==> config.mk <==
export PLATFORM = sky130hd
export DESIGN_NAME = prio_enc_rr_flat
export DESIGN_NICKNAME = d
export VERILOG_FILES = /design/src/rtl/prio_enc_pkg.sv /design/src/rtl/prio_enc_rr_if.sv /design/src/rtl/prio_enc_core.sv /design/src/rtl/prio_enc_rr.sv /design/src/flat_wrapper.sv
export SDC_FILE = /design/constraint.sdc
export NUM_CORES = 1
export LEC_CHECK = 0
export CAP_MARGIN = 20
export CELL_PAD_IN_SITES_DETAIL_PLACEMENT = 0
export CELL_PAD_IN_SITES_GLOBAL_PLACEMENT = 1
export CORE_MARGIN = 4
export CORE_UTILIZATION = 45
export CTS_BUF_LIST = sky130_fd_sc_hd__clkbuf_16
export DETAILED_ROUTE_END_ITERATION = 16
export GPL_TIMING_DRIVEN = 0
export MAX_ROUTING_LAYER = met4
export PLACE_DENSITY_LB_ADDON = 0.1
export REMOVE_ABC_BUFFERS = 1
export SETUP_SLACK_MARGIN = 0.02
export SLEW_MARGIN = 20
export SYNTH_ARGS = -nofsm -noshare
export SYNTH_HDL_FRONTEND = slang
export SYNTH_SLANG_ARGS = --single-unit
==> constraint.sdc <==
create_clock -name clk -period 6.5 [get_ports clk]
set_input_delay 0.975 -clock clk [delete_from_list [all_inputs] [get_ports clk]]
set_output_delay 0.975 -clock clk [all_outputs]
set_load 0.02 [all_outputs]
==> src/rtl/prio_enc_pkg.sv <==
`default_nettype none
// ============================================================================
//  Module      : prio_enc_pkg
//  Description : Shared constants and helpers for the prio_enc_rr encoder:
//                arbitration mode encoding and modulo-N pointer decrement.
//  Revision    : 1.0 - initial release
// ============================================================================
package prio_enc_pkg;

    // Arbitration mode encoding on the mode input.
    localparam logic MODE_FIXED = 1'b0;
    localparam logic MODE_RR    = 1'b1;

    // Step an index one place down the priority ring. Index 0 wraps to n-1,
    // never to 2^W-1, so non-power-of-two widths stay inside 0..n-1.
    function automatic int dec_mod(input int value, input int n);
        return (value == 0) ? (n - 1) : (value - 1);
    endfunction

endpackage
`default_nettype wire

==> src/rtl/prio_enc_rr_if.sv <==
`default_nettype none
// ============================================================================
//  Module      : prio_enc_rr_if
//  Description : Request/grant bundle of the prio_enc_rr encoder. The master
//                side drives requests, enable, mode and ack; the slave side
//                (the encoder) returns the 148-style code and status pins.
//  Revision    : 1.0 - initial release
// ============================================================================
interface prio_enc_rr_if #(
    parameter int N = 8
);
    localparam int W = $clog2(N);

    logic           ei_n;
    logic [N-1:0]   req_n;
    logic           mode;
    logic           ack;
    logic [W-1:0]   code_n;
    logic           gs_n;
    logic           eo_n;
    logic           valid;

    modport master (
        output ei_n, req_n, mode, ack,
        input  code_n, gs_n, eo_n, valid
    );

    modport slave (
        input  ei_n, req_n, mode, ack,
        output code_n, gs_n, eo_n, valid
    );

endinterface
`default_nettype wire

==> src/rtl/prio_enc_core.sv <==
`default_nettype none
// ============================================================================
//  Module      : prio_enc_core
//  Description : Combinational priority search. Starting at i_start, walks
//                downward through the active-high request vector, wrapping
//                from 0 to N-1, and reports the first active index.
//  Revision    : 1.0 - initial release
// ============================================================================
module prio_enc_core #(
    parameter int N = 8
) (
    input  wire logic [N-1:0]           i_req,
    input  wire logic [$clog2(N)-1:0]   i_start,
    output logic                        o_found,
    output logic [$clog2(N)-1:0]        o_idx
);
    localparam int W = $clog2(N);

    // Downward ring search; the first hit wins, later hits are ignored.
    always_comb begin
        int             w_cand;
        logic [W-1:0]   w_cand_idx;
        o_found    = 1'b0;
        o_idx      = '0;
        w_cand     = 0;
        w_cand_idx = '0;
        for (int k = 0; k < N; k++) begin
            w_cand = int'(i_start) - k;
            if (w_cand < 0) begin
                w_cand = w_cand + N;
            end
            w_cand_idx = W'(w_cand);
            if (!o_found && i_req[w_cand_idx]) begin
                o_found = 1'b1;
                o_idx   = w_cand_idx;
            end
        end
    end

endmodule
`default_nettype wire

==> src/rtl/prio_enc_rr.sv <==
`default_nettype none
// ============================================================================
//  Module      : prio_enc_rr
//  Description : N-input active-low priority encoder with registered outputs,
//                fixed or round-robin arbitration, a grant lock released by
//                ack (or by the granted request dropping), and 74HC148-style
//                cascade pins (ei_n / eo_n / gs_n).
//  Revision    : 1.0 - initial release
// ============================================================================
module prio_enc_rr
    import prio_enc_pkg::*;
#(
    parameter int N = 8
) (
    input  wire logic       clk,
    input  wire logic       rst_n,
    prio_enc_rr_if.slave    enc_bus
);
    localparam int          W         = $clog2(N);
    localparam logic [W-1:0] C_TOP_IDX = W'(N - 1);

    logic [W-1:0]   r_idx;
    logic [W-1:0]   r_ptr;
    logic           r_valid;
    logic           r_eo_n;

    logic [N-1:0]   w_req;
    logic           w_any;
    logic           w_hold;
    logic           w_accept;
    logic [W-1:0]   w_ptr_nxt;
    logic [W-1:0]   w_start;
    logic           w_found;
    logic [W-1:0]   w_win;

    assign w_req    = ~enc_bus.req_n;
    assign w_any    = |w_req;

    // The lock survives only while unacknowledged and still requested.
    assign w_hold   = r_valid & ~enc_bus.ack & w_req[r_idx];
    assign w_accept = r_valid & enc_bus.ack;

    // Pointer moves below the serviced index on an accepted RR grant; the
    // fresh arbitration in the same cycle already uses the moved pointer,
    // which gives back-to-back grants with no bubble.
    always_comb begin
        w_ptr_nxt = r_ptr;
        w_start   = C_TOP_IDX;
        if (w_accept && (enc_bus.mode == MODE_RR)) begin
            w_ptr_nxt = W'(dec_mod(int'(r_idx), N));
        end
        if (enc_bus.mode == MODE_RR) begin
            w_start = w_ptr_nxt;
        end
    end

    prio_enc_core #(
        .N (N)
    ) u_core (
        .i_req   (w_req),
        .i_start (w_start),
        .o_found (w_found),
        .o_idx   (w_win)
    );

    // Lock, pointer and output registers; disable drops the lock but keeps ptr.
    always_ff @(posedge clk or negedge rst_n) begin
        if (!rst_n) begin
            r_idx   <= '0;
            r_valid <= 1'b0;
            r_eo_n  <= 1'b1;
            r_ptr   <= C_TOP_IDX;
        end else if (enc_bus.ei_n) begin
            r_idx   <= '0;
            r_valid <= 1'b0;
            r_eo_n  <= 1'b1;
        end else begin
            r_eo_n  <= w_any;
            r_ptr   <= w_ptr_nxt;
            if (!w_hold) begin
                r_valid <= w_found;
                r_idx   <= w_found ? w_win : '0;
            end
        end
    end

    // Index 0 and "no grant" both read as all ones, as on the 148.
    assign enc_bus.code_n = ~r_idx;
    assign enc_bus.gs_n   = ~r_valid;
    assign enc_bus.valid  = r_valid;
    assign enc_bus.eo_n   = r_eo_n;

endmodule
`default_nettype wire
==> src/flat_wrapper.sv <==
// flat-port wrapper written by rule: the top's interface ports become plain ports
module prio_enc_rr_flat import prio_enc_pkg::*;
#(
    parameter int N = 8
)
  (clk, rst_n, enc_bus_ei_n, enc_bus_req_n, enc_bus_mode, enc_bus_ack, enc_bus_code_n, enc_bus_gs_n, enc_bus_eo_n, enc_bus_valid);
  prio_enc_rr_if #(.N(N)) enc_bus_i ();
  input  wire logic clk;
  input  wire logic rst_n;
  input wire logic [$bits(enc_bus_i.ei_n)-1:0] enc_bus_ei_n;
  input wire logic [$bits(enc_bus_i.req_n)-1:0] enc_bus_req_n;
  input wire logic [$bits(enc_bus_i.mode)-1:0] enc_bus_mode;
  input wire logic [$bits(enc_bus_i.ack)-1:0] enc_bus_ack;
  output wire logic [$bits(enc_bus_i.code_n)-1:0] enc_bus_code_n;
  output wire logic [$bits(enc_bus_i.gs_n)-1:0] enc_bus_gs_n;
  output wire logic [$bits(enc_bus_i.eo_n)-1:0] enc_bus_eo_n;
  output wire logic [$bits(enc_bus_i.valid)-1:0] enc_bus_valid;
  assign enc_bus_i.ei_n = enc_bus_ei_n;
  assign enc_bus_i.req_n = enc_bus_req_n;
  assign enc_bus_i.mode = enc_bus_mode;
  assign enc_bus_i.ack = enc_bus_ack;
  assign enc_bus_code_n = enc_bus_i.code_n;
  assign enc_bus_gs_n = enc_bus_i.gs_n;
  assign enc_bus_eo_n = enc_bus_i.eo_n;
  assign enc_bus_valid = enc_bus_i.valid;
  prio_enc_rr #(.N(N)) u_core (.clk(clk), .rst_n(rst_n), .enc_bus(enc_bus_i));
endmodule
Yosys cells after proc, flatten, opt, wreduce, memory -nomap -nowiden --
Index checks and enable logic that the tools add are counted.
Cells by class: add/sub/neg operators 16, magnitude comparators 17, equality and inequality tests 1, mux-type cells 51, bitwise logic cells 7, reduce and logical (&&, ||, !) cells 17
Operators by type and width (number):
- 3-bit two-way mux | 22
- 3-bit by 4-bit less-than comparator with 1-bit output (second input constant) | 9
- 4-bit by 1-bit less-than comparator with 1-bit output (second input constant) | 7
- 1-bit binary-select mux with 3-bit select | 9
- 3-bit by 1-bit adder with 3-bit output (second input constant) | 8
- 1-bit two-way mux | 20
- 3-bit by 3-bit subtractor with 4-bit output (second input constant) | 4
- 1-bit logical AND | 8
- 8-bit inverter | 1
- 8-bit OR reduction | 1
- 3-bit by 2-bit subtractor with 4-bit output (second input constant) | 2
- 1-bit zero test | 7
- 3-bit by 1-bit subtractor with 4-bit output (second input constant) | 1
- 1-bit AND | 3
- 3-bit zero test | 1
- 3-bit by 1-bit less-than comparator with 1-bit output (second input constant) | 1
- 3-bit inverter | 1
- 3-bit by 1-bit subtractor with 3-bit output (second input constant) | 1
- 2-bit inequality test (second input constant) | 1
- 1-bit inverter | 2
Word-level totals: bits in registers 8, bits of input ports 13, output and inout bits 6

Depth between registers and ports, before layout --
depth after elaboration 33, depth in mapped cells 14, gate-level depth less buffers 14

Cells and area by module --
From an unflattened synthesis, not the netlist that was laid out.
Unflattened totals: cells, all modules 180, area total of the unflattened synthesis 1667.8 um^2
Modules (own cells, without submodules):
- prio_enc_core | instances 1, cells each 115, area each 1088.5 um^2
- prio_enc_rr | instances 1, cells each 65, area each 579.3 um^2

Worst setup path before layout --
OpenSTA, ideal clock, no wires.
path kind input to register, start input port enc_bus_ack, end register u_core.r_valid (netlist: u_core.enc_bus.valid), setup time 0.124 ns, data arrival time 3.311 ns, data required time 6.376 ns, path slack 3.065 ns, stages 13, path through nand2_1 -> o211a_1 -> buf_4 -> inv_2 -> ha_1 -> inv_1 -> xnor2_2 -> mux4_2 -> or4b_1 -> buf_2 -> nor4b_4 -> and2_1 -> o21bai_1
Between the ends: cells in the longest elaborated chain, start to end 32, elaborated cells on any way between the ends 79
Ends and longest elaborated chain:
- from (decl) | line flat_wrapper.sv:13 | input wire logic [$bits(enc_bus_i.ack)-1:0] enc_bus_ack;
- parallel branches: the longest is 32 deep, another holds 3-bit by 1-bit subtractor with 4-bit output
- to (signal assigned) | line prio_enc_rr.sv:81 | r_valid <= w_found;
- to (decl) | line prio_enc_rr.sv:24 | logic r_valid;
Several ways; the timed one is not identified. The select of a mux whose other input is x is not followed. A chain may end at the register's enable or synchronous reset.

Final worst setup path --
start input port enc_bus_mode, end register u_core.r_valid (netlist: u_core.enc_bus.valid)
Between the ends: cells in the longest elaborated chain, start to end 31, elaborated cells on any way between the ends 74
Ends and longest elaborated chain:
- from (decl) | line flat_wrapper.sv:12 | input wire logic [$bits(enc_bus_i.mode)-1:0] enc_bus_mode;
- 1-bit logical AND | line prio_enc_rr.sv:49 | if (w_accept && (enc_bus.mode == MODE_RR)) begin
- 3-bit two-way mux | line prio_enc_rr.sv:49
- 3-bit two-way mux (*) | line prio_enc_rr.sv:52 | if (enc_bus.mode == MODE_RR) begin
- parallel branches: the longest is 25 deep, another holds 3-bit by 1-bit subtractor with 4-bit output
- 1-bit two-way mux (*) | line prio_enc_core.sv:33 | if (!o_found && i_req[w_cand_idx]) begin
- 1-bit two-way mux (*) | line prio_enc_rr.sv:80 | if (!w_hold) begin
- 1-bit two-way mux (*) | line prio_enc_rr.sv:73 | end else if (enc_bus.ei_n) begin
Every way passes the cells marked *. The select of a mux whose other input is x is not followed.

==> impl_metrics.ini <==
[run_status]
outcome = finished, final reports clean

[routing]
routed-via-count = 1615
drc = 0
viasPerCell = 6.38
drt_pass1_iterations = 4
ant_nets = 0
drt_iter0_drc = 110
routedWlPerCell_um = 19.2
drt_wl_total_um = 4850

[floorplan]
num_rows = 21
die_h_um = 66.7
start_util = 0.465
io_pins = 19
core_mm2 = 0.00334
dieArea_mm2 = 0.00445
die_w_um = 66.7

[power]
combPwrFrac = 0.728
seqPwrFrac = 0.137
powerDensity_mw_per_mm2 = 429
vdd_ir_drop_max_v = 0.000153
p_switching_mw = 0.396
power_mw = 0.786
pwr-share-clk = 0.135
p_leak_nw = 0.708
internal_power_mw = 0.390
switching_share = 0.504

[clock_tree]
cts_sinks = 8
clk_pin_slew_worst_paths_ps = 40
postCtsSetupBuffers = 0
cts_resized = 0
root_buffer = clkbuf_16
cts_max_path_buffers = 2
cts_hold_buf = 0
htree_levels = 1
cts_buffers = 3
cts_tree = yes
clk_latency_ps = 230

[sta]
period_share = 0.717
period_needed_ps = 4660
max_freq_ghz = 0.214
hold_viol = 0
slew_viol_final = 0
setup_viol = 0
grt_setup_unrepaired = false
worst_pin_slew_ps = 853
fin_tns_setup_ps = 0
fin_skew_ps = 3.81
relSlewSlack = 0.415

[setup_path]
endpoint_kind = register
path_buf_inv = 3
slowest_delay_ps = 860
path_max_fanout = 17
r2r_cells = 13
start_kind = input pin
cpLargestDelayFamily = simple AND/OR/NAND/NOR gates
cp_cell_sequence = clkdlybuf4s50_1 > nand3_4 > nand2_1 > o211a_1 > inv_2 > ha_1 > inv_1 > xnor2_2 > mux4_2 > or4b_1 > nor4b_4 > and2_1 > o21bai_1
path_class = in2reg
arrival_ps = 4780
cp.required_ps = 6610
path_depth = 13
cp_slowest_cell = clkdlybuf4s50_1

[global_route]
grt_pass1_wl_um = 7710
antenna_found_initial = 0
grt_max_degree = 18
grtUsageTotal = 0.232
grt-ovfl-total = 0
grt_pass1_vias = 1612

[synthesis]
syn_avg_cell_area_um2 = 8.17
synth_ff_type = dfstp_2
yosysWarnings = 0
netlist_area_mm2 = 0.00155
ys_seq_elements = 8
yosysUniqueCellTypes = 57
ys_seq_area_frac = 0.132
synth_cells = 190
synth_edf_count = 0
postSynth.asyncResetShare = 1.00

[cells_and_area]
multi_input_area_mm2 = 0.00125
final_cell_count_no_fill = 253
layout_common_cells = 23 x nand2_1, 18 x clkdlybuf4s50_1, 15 x mux2i_1
drive_gt1_frac = 0.145
fillCellCount = 333
layout_commonest_cell = nand2_1
area_delta_synth_final_pct = 18.1
nNetsFinal = 225
final_util = 0.549
diodes = 0
seq_area_um2 = 205

[place]
io_buffers = 18
dp_cells = 249
dp_hpwl_um = 3890
gp_congestion = 0.891

[job]
maxCapViolations = 0

[hold_path]
hold_depth = 2
hold_path.class = reg2reg
-- power groups by stage --
stage / Clock, mW / Combinational, mW / Sequential (mW)
detailed placement: 0 / 0.564 / 0.107
global placement: 0 / 0.546 / 0.106
finish: 0.106 / 0.573 / 0.108
floorplan: 0 / 0.426 / 0.0976
global route: 0.109 / 0.616 / 0.110
CTS: 0.107 / 0.568 / 0.107
-- cells by family (layout without fill, tap and decap cells) --
family                   count (synthesis)  in the layout  synth area share
buffers and inverters                   20             37            0.0596
XOR/XNOR                                 5              5            0.0379
AND/OR/NAND/NOR                         66             66             0.240
multiplexers                            26             26             0.205
AO/OA/AOI/OAI                           61             61             0.293
flip-flops                               8              8             0.132
adder cells (fa/ha/maj)                  4              4            0.0322
-- sequential cells by signal, indices dropped and copies added (netlist names) --
| signal | cells |
|---|---|
| u_core.enc_bus.valid | 1 |
| u_core.enc_bus.eo_n | 1 |
| u_core.r_ptr | 3 |
| u_core.r_idx | 3 |
-- worst min-delay path: cells and delay by family, from the launching register on --
kind | cells | cell delay, ps
flip-flops | 1 | 400
AND/OR/NAND/NOR | 1 | 100
AO/OA/AOI/OAI | 1 | 50
-- worst paths after layout --
path / start / to / slack (ps)
min: u_core.r_ptr[0]$_DFFE_PN1N_ / u_core.r_ptr[0]$_DFFE_PN1N_ / 560
max reg2reg: u_core.r_idx[0]$_DFFE_PN0P_ / u_core.enc_bus.valid$_DFFE_PN0P_ / 2560
min in group asynchronous: rst_n / u_core.enc_bus.valid$_DFFE_PN0P_ / 1020
min reg2reg: u_core.r_ptr[0]$_DFFE_PN1N_ / u_core.r_ptr[0]$_DFFE_PN1N_ / 560
max in group asynchronous: rst_n / u_core.enc_bus.eo_n$_DFF_PN1_ / 5170
max: enc_bus_mode / u_core.enc_bus.valid$_DFFE_PN0P_ / 1840
-- routing by layer --
metal | routed length [um] | track usage | part of all wire | up-vias
met4 | 114 | 0.0685 | 0.024 | 0
met5 | 0 | - | 0 | -
met3 | 236 | 0.0337 | 0.049 | 14
li1 | - | - | - | 767
met1 | 2050 | 0.263 | 0.42 | 779
met2 | 2440 | 0.418 | 0.50 | 55
-- cell usage after synthesis, types with 3 or more instances --
master    instances  share of area
nand2_1          23          0.056
mux2i_1          15          0.097
inv_1            13          0.031
nor2_1           11          0.027
a21oi_1          10          0.032
o21ai_0          10          0.032
mux2_2            6          0.044
a32oi_1           5          0.028
o22ai_1           5          0.020
dfrtp_1           4          0.064
dfstp_2           4          0.068
ha_1              4          0.032
nor2b_1           4          0.016
a211oi_1          3          0.015
a31oi_1           3          0.012
and2_1            3          0.012
mux4_2            3          0.044
nand3_1           3         0.0097
nand4_1           3          0.012
nor3_1            3         0.0097
o31a_1            3          0.017
or3_1             3          0.012
-- final cells by class --
class / count / area share
Multi-Input combinational cell: 162 / 0.685
Sequential cell: 8 / 0.112
Timing Repair Buffer: 18 / 0.0983
Clock buffer: 3 / 0.0410
Tap cell: 46 / 0.0314
Inverter: 15 / 0.0307
Clock inverter: 1 / 0.00205
-- through the flow --
stage          setup slack, ps  hold slack, ps  area [um2]
6_report                  1840             564        1830
5_1_grt                   1610             571        1830
4_1_cts                   1860             561        1830
3_5_place_dp              1600             555        1750
3_3_place_gp              1660             527        1750
2_1_floorplan             2990             499        1520
(Power assumes the default switching activity.)
==> RTL edit 1, RTL diff (same settings) <==
`N` is set to 8 in 4 places; all go to 4.
--- a/src/rtl/prio_enc_rr_if.sv
+++ b/src/rtl/prio_enc_rr_if.sv
@@ -7,7 +7,7 @@
 //  Revision    : 1.0 - initial release
 // ============================================================================
 interface prio_enc_rr_if #(
-    parameter int N = 8
+    parameter int N = 4
 );
     localparam int W = $clog2(N);
 
--- a/src/rtl/prio_enc_core.sv
+++ b/src/rtl/prio_enc_core.sv
@@ -7,7 +7,7 @@
 //  Revision    : 1.0 - initial release
 // ============================================================================
 module prio_enc_core #(
-    parameter int N = 8
+    parameter int N = 4
 ) (
     input  wire logic [N-1:0]           i_req,
     input  wire logic [$clog2(N)-1:0]   i_start,
--- a/src/rtl/prio_enc_rr.sv
+++ b/src/rtl/prio_enc_rr.sv
@@ -10,7 +10,7 @@
 module prio_enc_rr
     import prio_enc_pkg::*;
 #(
-    parameter int N = 8
+    parameter int N = 4
 ) (
     input  wire logic       clk,
     input  wire logic       rst_n,
--- a/src/flat_wrapper.sv
+++ b/src/flat_wrapper.sv
@@ -1,7 +1,7 @@
 // flat-port wrapper written by rule: the top's interface ports become plain ports
 module prio_enc_rr_flat import prio_enc_pkg::*;
 #(
-    parameter int N = 8
+    parameter int N = 4
 )
   (clk, rst_n, enc_bus_ei_n, enc_bus_req_n, enc_bus_mode, enc_bus_ack, enc_bus_code_n, enc_bus_gs_n, enc_bus_eo_n, enc_bus_valid);
   prio_enc_rr_if #(.N(N)) enc_bus_i ();
Ports: changed (resized enc_bus_code_n and enc_bus_req_n); port bits go from 19 to 14. The function was not compared with the original's and may differ.
==> RTL edit 1 against the original RTL <==
  * Worst setup slack gained 2.0 ns
  * Area after synthesis shrank 54%
  * Highest routed layer is now met3
  * Clock power shrank 4%
  * Routed wire length shrank 64%
  * Final area shrank 49%
  * Total power shrank 65%
  * Global-route usage shrank 5.8 points
  * Sequential cell count shrank 2
==> RTL edit 1: results <==
[outcome]
status = "complete, no violations"

[layout]
inv_count = 6
multi_input_area_sq_um = 522
ff_latch_area_sq_um = 154
nNonClkBuffers = 13
finalNonFillerCells = 113
clock_cell_area_share_pct = 8.50
multi_input_cells = 68
drive_gt1_share_pct = 20.6

[placement]
pre_cts_ws_ns = 3.57
dp_hpwl_mm = 1.35
placedCellCount = 109
place_area_sq_um = 848

[yosys]
ys_types = 43
syn_area_per_cell_sq_um = 8.67
synthTopCellsByCount = "mux2i_1 (7), nand2_1 (7), o21ai_0 (7), inv_1 (6)"
muxShareOfSynthArea_pct = 13.0

[routing]
wl_met3_um = 85
drt-initial-drc-count = 20
routedLengthMet1_um = 825
viasPerCell = 6.26

[worst_setup_path]
endpoint = "u_core.r_idx[1]"
cp.arrival_ns = 2.78
cp_max_fo = 7
rr_worst_depth = 8

[grt]
use_met2_pct = 27.4
grt_max_degree = 12
grt_use_total_pct = 17.4

[die]
die_w_um = 47.7

[worst_hold_path]
hp-start = "u_core.r_ptr[1]"

[power]
vdd_ir_drop_max_mv = 0.188

[timing]
hold_ws_ns = 0.509
==> RTL edit 1: changes by cell type after synthesis, sizes merged, moves of 4 or more <==
cell   unedited run  this run
inv              15         6
mux2i            16         7
nand2            23         7
mux2              7         2
a32oi             5         1
nor2b             4         0
nor2             11         1
nand3             5         1
a21oi            10         2
==> RTL edit 1: logic make-up after synthesis <==
family          Yosys count
xor+xnor                  2
buf+inv                   8
fa+ha+maj                 1
mux                       9
flops                     6
compound gates           30
simple gates             26
==> RTL edit 1: worst max-delay path, cell delays in order <==
cell,delay (ns)
clkdlybuf4s50_1,0.52
and3_4,0.25
o21ai_4,0.25
nor2_1,0.12
a2111oi_1,0.41
a311o_1,0.19
a32oi_1,0.07
==> RTL edit 1: where the power goes <==
group | leakage (nW) | internal (W) | switching [W]
logic | 0.260 | 0.0000534 | 0.0000623
clock network | 0.0423 | 0.0000799 | 0.0000224
registers | 0.0688 | 0.0000491 | 0.0000110
==> RTL edit 2, RTL diff (config.mk and constraints unchanged) <==
Without the edit above. Reset style: synchronous (`rst_n`), changed in one clocked block.
--- a/src/rtl/prio_enc_rr.sv
+++ b/src/rtl/prio_enc_rr.sv
@@ -64,7 +64,7 @@
     );
 
     // Lock, pointer and output registers; disable drops the lock but keeps ptr.
-    always_ff @(posedge clk or negedge rst_n) begin
+    always_ff @(posedge clk) begin
         if (!rst_n) begin
             r_idx   <= '0;
             r_valid <= 1'b0;
Check against the original RTL: differs if rst_n is asserted again (counterexample within 4 cycles, from zero or initial values and one cycle with rst_n low); with rst_n held inactive, the same outputs for 10 cycles.
==> RTL edit 2 against the original RTL <==
  * Routed wire length is 15% lower
  * Sequential share of layout area is 1.9 points lower
  * Area after synthesis is 5.5% lower
  * Sequential cell count stayed put
  * Final area is 5.9% lower
  * Maximum frequency is 1.7% higher
  * Non-clock buffer count stayed put
  * Worst setup slack better by 0.080 ns
  * Critical path type unchanged
Power is not compared: it rests on default switching activity, and its combinational part moved more than twofold at a synthesized area within 25%.
==> RTL edit 2: results <==
[outcome]
status = "complete, no violations"

[routing]
viasPerCell = 6.48
wl_per_cell_um = 17.6
first_pass_iters = 4
via_count = 1523
drt-initial-drc-count = 132

[worst_setup_path]
r2r_end = "u_core.r_idx[1]"
cp.arrival_ns = 4.70
cp-end-kind = "register"
regToRegStartpoint = "u_core.r_idx[0]"
cp_max_fo = 11
rr_worst_depth = 13
startpoint = "enc_bus_mode"
r2r_slack_ns = 2.47

[yosys]
yosys_warnings = 0
async_flop_share_pct = 0
yosys-top-cells-area = "mux2i_1 (15%), dfxtp_1 (11%), mux4_2 (9.2%)"
synth-main-ff-cell = "dfxtp_1"
ys_types = 49
syn_area_per_cell_sq_um = 8.34
ys_seq_area_share_pct = 10.9
synthTopCellsByCount = "mux2i_1 (22), nand2_1 (17), a21oi_1 (10), inv_1 (10)"

[layout]
drive_gt1_share_pct = 11.5
top_regs = "u_core.r_idx: 3 flops, u_core.r_ptr: 3 flops"
antennaDiodeCount = 0
nFillCells = 274
final_nets = 210

[clock_tree]
path_clk_slew_ns = 0.04
cts_setup_buffers = 0
cts.path.max_buffers = 2
cts_resized = 0
clockRootBuffer = "clkbuf_16"
numCtsBuffers = 3
clkLatencyLatePin_ns = 0.24
htree_levels = 1

[grt]
grt_pass1_vias = 1469
antenna_found_initial = 0
grt_use_total_pct = 20.9
grt_pass1_wl_mm = 6.75
grt_max_degree = 12

[worst_hold_path]
min_path_cells = 2
hp-class = "reg2reg"
hold_end = "u_core.r_ptr[0]"
hp-start = "u_core.r_ptr[0]"

[placement]
place_area_sq_um = 1650
dp_hpwl_mm = 3.30
pre_cts_ws_ns = 1.69
portBuffers = 18
placedCellCount = 232
gp_congestion = 0.861

[timing]
hold_ws_ns = 0.542
max_slew_margin_pct = 43.4
skew_ns = 0.00307
post-route-period-util_pct = 70.5
finalMaxSlewViolations = 0

[power]
p_leak_nw = 0.707
p_per_area_nw_per_um2 = 148
vdd_ir_drop_max_mv = 0.111
[RTL edit 2: changes by cell type after synthesis, moves of 4 or more]
cell,change
a32oi_1,-5
and3_1,+4
dfrtp_1,-4
dfstp_2,-4
dfxtp_1,+8
mux2i_1,+7
nand2_1,-6
nand2b_1,+4
nor2_1,-7
o211ai_1,+7
o22ai_1,-5
[RTL edit 2: power breakdown]
group           total, W  leakage, nW  internal, W  switching (W)
combinational  0.0000945        0.605    0.0000417      0.0000527
sequential     0.0000553       0.0657    0.0000516     0.00000362
clock           0.000106       0.0370    0.0000795      0.0000263
[RTL edit 2: routing by layer]
| layer | share of wire [%] | wire length, um | global-route usage, % | vias to the layer above |
|---|---|---|---|---|
| met4 | 1.6 | 67 | 6.22 | 0 |
| met2 | 47 | 1950 | 32.4 | 74 |
| met3 | 7.6 | 314 | 5.47 | 11 |
| met5 | 0 | 0 | - | - |
| li1 | - | - | - | 717 |
| met1 | 44 | 1800 | 27.0 | 721 |
[RTL edit 2: cell type report]
type                       count  area share [%]
timing repair buffer          18            10.4
inverter                      11            2.39
multi-input combinational    151            70.3
clock buffer                   3            4.35
tap                           44            3.19
sequential                     8            9.28
[RTL edit 2: cell families after synthesis]
group                      share of synthesized area [%]
DFF                                                 10.9
xor gates and xnor gates                            3.07
muxes                                               30.1
AOI/OAI and AO/OA                                   25.8
and+or+nand+nor                                     20.2
adders and majority gates                           3.41
buffers and inverters                               6.48
[RTL edit 2: worst max-delay path, stage by stage]
cell and delay, ns:
clkdlybuf4s50_1 0.64, and3_1 0.33, a32o_2 0.43, inv_2 0.15, ha_1 0.26, a211oi_1 0.26, a32o_2 0.28, mux4_2 0.59
nor2_1 0.22, a31oi_1 0.14, a41o_1 0.24, a21o_1 0.16
